[src/rtl/sru_event_scheduler.sv]
// sru_event_scheduler: latches spikes as pending events and time-multiplexes one SRU across them.
// Round-robin grant, fixed spike window, then a drain gap before the next grant.
module sru_event_scheduler #(
    parameter int N_IN    = 8,
    parameter int ID_W    = 3,
    parameter int W_W     = 4,
    parameter int WIN_LEN = 11,
    parameter int GAP     = 2
) (
    input  logic            clk,
    input  logic            reset,
    input  logic [N_IN-1:0] spike_in,
    input  logic            cfg_we,
    input  logic [ID_W-1:0] cfg_addr,
    input  logic [W_W-1:0]  cfg_wi,
    input  logic            cfg_ein,
    output logic            sru_E_plus,
    output logic [W_W-1:0]  sru_wi,
    output logic            sru_Ein,
    output logic [ID_W-1:0] active_id,
    output logic            busy,
    output logic            event_done,
    output logic [N_IN-1:0] pending,
    output logic [7:0]      drop_cnt
);
    localparam int CNT_W = $clog2((WIN_LEN > GAP ? WIN_LEN : GAP) + 1);
    localparam logic [CNT_W-1:0] WIN_LAST = CNT_W'(WIN_LEN - 1);
    localparam logic [CNT_W-1:0] GAP_LAST = CNT_W'(GAP - 1);
    localparam logic [1:0] IDLE  = 2'd0;
    localparam logic [1:0] RUN   = 2'd1;
    localparam logic [1:0] DRAIN = 2'd2;

    logic [1:0]      state;
    logic [CNT_W-1:0] cnt;
    logic [ID_W-1:0] rr_ptr, gnt_id, idx;
    logic            found;
    logic [N_IN-1:0] clr, drop;
    logic [8:0]      ndrop, sum;
    logic [W_W-1:0]  wi_tbl [N_IN];
    logic [N_IN-1:0] ein_tbl;

    // first pending line strictly after the last served one, wrapping
    always_comb begin
        gnt_id = '0;
        idx    = '0;
        found  = 1'b0;
        for (int k = 1; k <= N_IN; k++) begin
            idx = ID_W'((int'(rr_ptr) + k) % N_IN);
            if (!found && pending[idx]) begin
                gnt_id = idx;
                found  = 1'b1;
            end
        end
    end

    assign clr  = (state == IDLE && found) ? ({{(N_IN-1){1'b0}}, 1'b1} << gnt_id) : '0;
    assign drop = spike_in & pending & ~clr;

    always_comb begin
        ndrop = '0;
        for (int i = 0; i < N_IN; i++)
            ndrop = ndrop + 9'(drop[i]);
    end

    assign sum = {1'b0, drop_cnt} + ndrop;

    always_ff @(posedge clk or negedge reset) begin
        if (!reset) begin
            pending  <= '0;
            drop_cnt <= '0;
            ein_tbl  <= '1;
            for (int i = 0; i < N_IN; i++)
                wi_tbl[i] <= '0;
        end else begin
            pending  <= (pending & ~clr) | spike_in;
            drop_cnt <= sum[8] ? 8'hFF : sum[7:0];
            if (cfg_we) begin
                wi_tbl[cfg_addr]  <= cfg_wi;
                ein_tbl[cfg_addr] <= cfg_ein;
            end
        end
    end

    always_ff @(posedge clk or negedge reset) begin
        if (!reset) begin
            state      <= IDLE;
            cnt        <= '0;
            rr_ptr     <= ID_W'(N_IN - 1);
            sru_E_plus <= 1'b0;
            sru_wi     <= '0;
            sru_Ein    <= 1'b1;
            active_id  <= '0;
            busy       <= 1'b0;
            event_done <= 1'b0;
        end else begin
            case (state)
                IDLE: if (found) begin
                    state      <= RUN;
                    active_id  <= gnt_id;
                    sru_wi     <= wi_tbl[gnt_id];
                    sru_Ein    <= ein_tbl[gnt_id];
                    sru_E_plus <= 1'b1;
                    busy       <= 1'b1;
                    cnt        <= '0;
                end
                RUN: if (cnt == WIN_LAST) begin
                    state      <= DRAIN;
                    sru_E_plus <= 1'b0;
                    cnt        <= '0;
                    event_done <= (GAP_LAST == '0);
                end else begin
                    cnt <= cnt + 1'b1;
                end
                DRAIN: if (cnt == GAP_LAST) begin
                    state      <= IDLE;
                    busy       <= 1'b0;
                    event_done <= 1'b0;
                    rr_ptr     <= active_id;
                end else begin
                    cnt        <= cnt + 1'b1;
                    event_done <= (cnt + 1'b1 == GAP_LAST);
                end
                default: state <= IDLE;
            endcase
        end
    end
endmodule

[config.mk]
export PLATFORM = sky130hd
export DESIGN_NAME = sru_event_scheduler
export DESIGN_NICKNAME = d
export VERILOG_FILES = /design/src/rtl/sru_event_scheduler.sv
export SDC_FILE = /design/constraint.sdc
export NUM_CORES = 1
export LEC_CHECK = 0
export CORE_MARGIN = 10
export CORE_UTILIZATION = 52
export CTS_CLUSTER_SIZE = 24
export DETAILED_ROUTE_END_ITERATION = 10
export PLACE_DENSITY = 0.89
export SYNTH_ARGS = -nofsm -noshare
export SYNTH_HDL_FRONTEND = slang
export SYNTH_SLANG_ARGS = --single-unit
export TNS_END_PERCENT = 20
[constraint.sdc]
create_clock -name clk -period 7.09 [get_ports clk]
set_input_delay 0.709 -clock clk [delete_from_list [all_inputs] [get_ports clk]]
set_output_delay 0.709 -clock clk [all_outputs]
set_load 0.01 [all_outputs]
==> key figures, run 1 <==
Outcome
  – Status: complete, no violations

Clock network
  – TritonCTS clock tree: done
  – Sink Count: 76
  – Htree depth: 3
  – Clock root buffer: clkbuf_8
  – CTS Buf Count: 9
  – Post-CTS Hold Buffers: 0
  – CTS clk-pin slew, worst paths: roughly 0.080 ns
  – Clock insertion delay at the later pin of the skew report: 0.36 ns
  – Clk buf depth: 2

Worst setup path
  – Critical Path AT: approximately 7.0 ns
  – Critical path fanouts, max: 9
  – Setup crit start kind: flop
  – Worst Path Required: about 7.3 ns
  – Critical path capture point type: flop
  – Crit path kind: flop to flop

Detailed routing
  – Residual DRC: 0
  – Via count: 3495
  – Vias per inst: ~6.1
  – Routed len/inst: 18.7 um
  – Final wirelength: 10700 um
  – 1st-pass router iterations: 6
  – Drt first-iter violations: 238
  – Post-route ant nets: 0

Layout
  – Layout cell share with drive strength beyond 1: 0.272
  – Design area: 5600 um^2
  – # nets final: 498
  – Area growth, synth to finish: 18.9%
  – Antenna cells: 0
  – Most common cell after layout, fill and taps aside: dfrtp_1
  – Fin util: 0.639
  – Commonest cells after routing, fill and taps aside: dfrtp_1 (64), mux2_2 (52), clkdlybuf4s50_1 (44), mux2i_1 (34), nand2_1 (20)
  – Finished Layout Cells: 571

Placement
  – Port-buffer cells: 45
  – DPL Wire Length: 7720 um
  – Placed cell area: about 5300 um^2
  – Placed cell count: 550
  – Pre-CTS setup slack: -0.189 ns
  – Final RePlAce weighted congestion: 0.931

Timing
  – Fin crit share: 0.961
  – Final hold violations: 0
  – Final setup fails: 0
  – Final min period: between 6 and 7 ns
  – Fmax: 0.147 GHz
  – Worst setup margin: 0.277 ns
  – Worst-Margin Slew: 1.05 ns
  – Fin Clk Skew: roughly 0.020 ns
  – Worst slew margin: 0.300
  – Max Slew Vio Count: 0

Synth
  – Synth Area in XOR/XNOR: 0.0149
  – Mapped Nets: 440
  – Synth Flop Type: dfrtp_1
  – Mux contribution to synthesized area: 0.267
  – Count of cell types in the netlist: 58
  – Synthesized flop and latch total: 76
  – Synth Area in Simple Gates: 0.0997
  – Register area share after synthesis: 0.407
  – Post-Syn Area per Cell: 11.8 um^2
  – Complex-gate fraction of the synthesized area: 0.111
  – Largest family of logic cells by synthesized area: multiplexers
  – YS warnings: 0
  – Ys async rst share: 1.00
  – Synth Area in Adders: 0.0638
  – Cell area after synthesis: around 4700 um^2
  – Syn Inst Count: 400
  – Post-synth EDFFs: 0

Floorplanning
  – Vert. Die Dim: approximately 120 um
  – CORE AREA: 8760 um^2
  – Die area: 13300 um^2
  – Die Wd: about 120 um
  – I/O pin total: 46
  – Num rows: 34
  – Starting Density: 0.537

Global route
  – All-Layer GR Usage: 0.165
  – Antenna violations before repair: 0
  – Vias in the first global route: approximately 3600
  – Largest net degree at the start of global routing: between 70 and 80
  – First-pass GRT wire length: 17900 um
  – GRT overflow: 0

Hold path
  – Hold Crit Class: flop to flop

Flow run
  – Number of max-cap violations: 0

Power and ir drop
  – Cell Pwr Density: 277 nW/um^2
  – Max VDD drop: 0.000265 V
  – Lkg Pwr: 2.31 nW
  – Final Power: 0.00155 W
==> critical path, cell delays in order, from the launching register on <==
cell and delay (ns):
dfstp_2 0.55, inv_2 0.09, ha_4 0.35, mux4_2 0.63, a21o_1 0.22, a211oi_1 0.28, a221oi_1 0.09, a221oi_1 0.23
o21ai_1 0.16, or2_2 0.34, o31a_1 0.26, and2_1 0.17, fa_1 0.50, inv_1 0.06, fa_1 0.53, inv_1 0.06
fa_1 0.52, fa_1 0.47, fa_1 0.42, a21o_1 0.23, a21oi_4 0.19, nand4bb_4 0.19, o21ai_0 0.12
==> final timing paths <==
path                       startpoint  cells past startpoint  slack, ns     endpoint
max in group asynchronous       reset                      2       5.92  drop_cnt[3]
min in group asynchronous       reset                      2       0.57   wi_tbl[28]
hold reg to reg            event_done                      2       0.50   event_done
setup reg to reg            rr_ptr[0]                     22       0.28  drop_cnt[3]
hold / removal             event_done                      2       0.50   event_done
setup / recovery            rr_ptr[0]                     22       0.28  drop_cnt[3]
==> per-stage QoR <==
stage	setup TNS, ns	hold slack [ns]
global route	-0.152	0.524
finish	0	0.502
CTS	0	0.506
floorplan	-0.000761	0.413
global placement	0	0.485
detailed placement	-0.673	0.482
==> layout make-up <==
class                           count  area, um^2
Clock buffer                       11         141
Inverter                           21        81.3
Multi-Input combinational cell    290        2700
Clock inverter                      5        60.1
Timing Repair Buffer               60         562
Fill cell                         662        3170
Sequential cell                    76        1920
Tap cell                          108         135
==> repair_timing <==
| action | in CTS | in global routing |
|---|---|---|
| pin swaps | 0 | 2 |
| resized for setup | 3 | 12 |
| setup buffers | 0 | 5 |
| setup endpoints to repair | 8 | 8 |
==> flip-flops by register name, indices dropped and copies added, names as in the netlist <==
name / cells
drop_cnt: 8
sru_E_plus: 1
sru_wi: 4
pending: 8
rr_ptr: 3
state: 2
wi_tbl: 32
event_done: 1
sru_Ein: 1
busy: 1
ein_tbl: 8
cnt: 4
active_id: 3
==> logic make-up after synthesis <==
family	after synthesis
mux	103
simple gates	84
flops	76
compound gates	74
buf+inv	34
fa+ha+maj	21
xor+xnor	8
==> synth_stat cells, drive strengths merged (2+ instances only) <==
master	count	area [um^2]
a211oi	2	15.0
a21o	6	45.0
a21oi	7	35.0
a221o	5	50.1
a221oi	2	17.5
a22oi	3	22.5
a31oi	2	12.5
and2	4	25.0
buf	7	68.8
clkbuf	6	22.5
dfrtp	64	1600
dfstp	12	315
fa	5	100
ha	16	200
inv	21	78.8
mux2	52	586
mux2i	38	380
mux4	13	293
nand2	21	81.3
nand2b	10	62.6
nand3	5	25.0
nand3b	3	22.5
nand4	2	12.5
nand4b	4	35.0
nor2	13	48.8
nor2b	6	37.5
nor3	6	41.3
nor3b	4	30.0
o211ai	2	15.0
o21ai	22	110
o22ai	7	43.8
o31a	2	17.5
o31ai	2	15.0
or2	3	18.8
xnor2	4	35.0
xor2	4	35.0
==> power breakdown <==
part	internal, W	switching [W]	total (W)
clock network	0.000174	0.000163	0.000336
registers	0.000544	0.0000778	0.000621
logic	0.000325	0.000269	0.000594
==> per-layer routing <==
metal  wire length, um  track usage
met1              4470        0.206
met2              5270        0.267
met3               657       0.0328
met4               259       0.0842
met5                 0            0
(Power assumes the default switching activity.)
==> inputs of run 2 (changes only) <==
Settings changed: CTS_BUF_LIST set to sky130_fd_sc_hd__clkbuf_8 sky130_fd_sc_hd__clkbuf_16.
==> key figures, run 2 (synthesis gave the netlist of run 1 again) <==
Outcome
  – Status: complete, no violations

Timing
  – Max Slew Vio Count: 0
  – Setup TNS: 0 ns
  – Fmax: 0.147 GHz
  – Worst slew margin: 0.309
  – Fin crit share: 0.961
  – Worst-Margin Slew: 1.03 ns
  – Final min period: 6.81 ns
  – Final setup fails: 0
  – Fin Clk Skew: 0.0206 ns
  – Final hold violations: 0

Layout
  – Multi-input gate area: roughly 2700 um^2
  – # nets final: 498
  – Fin util: 0.639
  – Antenna cells: 0
  – Commonest cells after routing, fill and taps aside: dfrtp_1 (64), mux2_2 (52), clkdlybuf4s50_1 (44), mux2i_1 (34)
  – Layout cell share with drive strength beyond 1: 0.272
  – Most common cell after layout, fill and taps aside: dfrtp_1
  – Register with the most flip-flops: wi_tbl
  – Area growth, synth to finish: 18.9%
  – Sequential cell area: about 1900 um^2
  – Design area: roughly 5600 um^2
  – Max reg flops: 32
  – Fill cells: 662

Detailed routing
  – 1st-pass router iterations: 6
  – Post-route ant nets: 0
  – Vias per inst: 6.10
  – Via count: 3483
  – Drt first-iter violations: between 200 and 250
  – Final wirelength: 10700 um
  – Residual DRC: 0
  – Routed len/inst: ~19 um

Worst setup path
  – Worst Path Required: 7.30 ns
  – Critical path capture point type: flop
  – Reg2Reg Depth: 22
  – Crit path kind: flop to flop
  – Reg2reg setup slack: 0.28 ns
  – Worst r2r dst: drop_cnt[3]
  – Critical path fanouts, max: 9
  – Critical Path AT: 7.03 ns
  – Setup crit start kind: flop
  – Reg-to-reg startpoint: rr_ptr[0]

Global route
  – Vias in the first global route: roughly 3600
  – Antenna violations before repair: 0
  – First-pass GRT wire length: 17900 um
  – GRT overflow: 0
  – Largest net degree at the start of global routing: 77
  – All-Layer GR Usage: 0.165

Clock network
  – Clock insertion delay at the later pin of the skew report: 0.37 ns
  – Clk buf depth: 2
  – Htree depth: 3
  – CTS clk-pin slew, worst paths: ~0.080 ns
  – Sink Count: 76
  – CTS Buf Count: 9
  – TritonCTS clock tree: done
  – Clock root buffer: clkbuf_8

Flow run
  – Number of max-cap violations: 0

Placement
  – DPL Wire Length: approximately 7700 um
  – Final RePlAce weighted congestion: 0.931
  – Port-buffer cells: 45
  – Placed cell area: 5280 um^2

Hold path
  – Hold Path Sink: event_done
  – Worst hold start: event_done
  – Hold-critical path depth: 2
  – Hold Crit Class: flop to flop

Power and ir drop
  – Final Power: 0.00155 W
  – Cell Pwr Density: 277 nW/um^2
  – Lkg Pwr: 2.31 nW
  – Max VDD drop: 0.000265 V

Floorplanning
  – CORE AREA: between 8000 and 9000 um^2
  – Die Wd: 115 um
  – Die area: 13300 um^2
  – Num rows: 34
  – Vert. Die Dim: about 120 um
  – Starting Density: 0.537
  – I/O pin total: 46
==> run 2: cell count changes in the layout (fill, tap and decap cells not counted) <==
cell	change
clkbuf_1	-1
inv_1	+1
==> run 2: area by class of cell <==
cell class / instances / area share
Inverter: 21 / 0.0145
Sequential cell: 76 / 0.342
Multi-Input combinational cell: 290 / 0.483
Tap cell: 108 / 0.0241
Clock buffer: 10 / 0.0246
Timing Repair Buffer: 60 / 0.100
Clock inverter: 6 / 0.0114
==> run 2: critical path: stages (launching register included) <==
cell       delay, ns
dfstp_2         0.55
inv_2           0.09
ha_4            0.35
mux4_2          0.63
a21o_1          0.22
a211oi_1        0.28
a221oi_1        0.09
a221oi_1        0.23
o21ai_1         0.16
or2_2           0.34
o31a_1          0.26
and2_1          0.17
fa_1            0.50
inv_1           0.06
fa_1            0.53
inv_1           0.06
fa_1            0.52
fa_1            0.47
fa_1            0.42
a21o_1          0.23
a21oi_4         0.19
nand4bb_4       0.19
o21ai_0         0.12
==> run 2: repair_timing <==
action / 4_1_cts / 5_1_grt
hold buffers: 0 / 0
pin swaps: 0 / 2
buffers inserted: 0 / 5
endpoints found under the setup margin: 8 / 8
resized for setup: 3 / 12
==> run 2: worst max-delay path by stage <==
stage	from	end	slack [ns]	depth (start not counted)
floorplan	rr_ptr[1]	drop_cnt[3]	-0.0008	24
global placement	rr_ptr[0]	drop_cnt[3]	0.1	21
detailed placement	rr_ptr[0]	drop_cnt[3]	-0.19	21
CTS	rr_ptr[0]	drop_cnt[3]	0.06	21
global route	rr_ptr[0]	drop_cnt[3]	-0.08	22
finish	rr_ptr[0]	drop_cnt[3]	0.28	22
==> run 2: through the flow <==
step | instances | setup WS, ns | hold WS (ns)
after floorplan | 400 | -0.000761 | 0.413
after global placement | 550 | 0.0960 | 0.485
after detailed placement | 550 | -0.189 | 0.482
after CTS | 566 | 0.0584 | 0.506
after global routing | 571 | -0.0785 | 0.524
final | 571 | 0.276 | 0.502
==> run 2: layer usage <==
layer	up-vias	global-route usage	wire [um]
li1	1605	-	-
met1	1730	0.206	4490
met2	120	0.267	5290
met3	28	0.0328	624
met4	0	0.0842	254
met5	-	0	0
==> run 2: power breakdown <==
| part | leakage, nW | internal [W] | switching, W |
|---|---|---|---|
| logic | 1.35 | 0.000325 | 0.000269 |
| clock network | 0.104 | 0.000172 | 0.000163 |
| registers | 0.856 | 0.000544 | 0.0000779 |
| total | 2.31 | 0.00104 | 0.000510 |
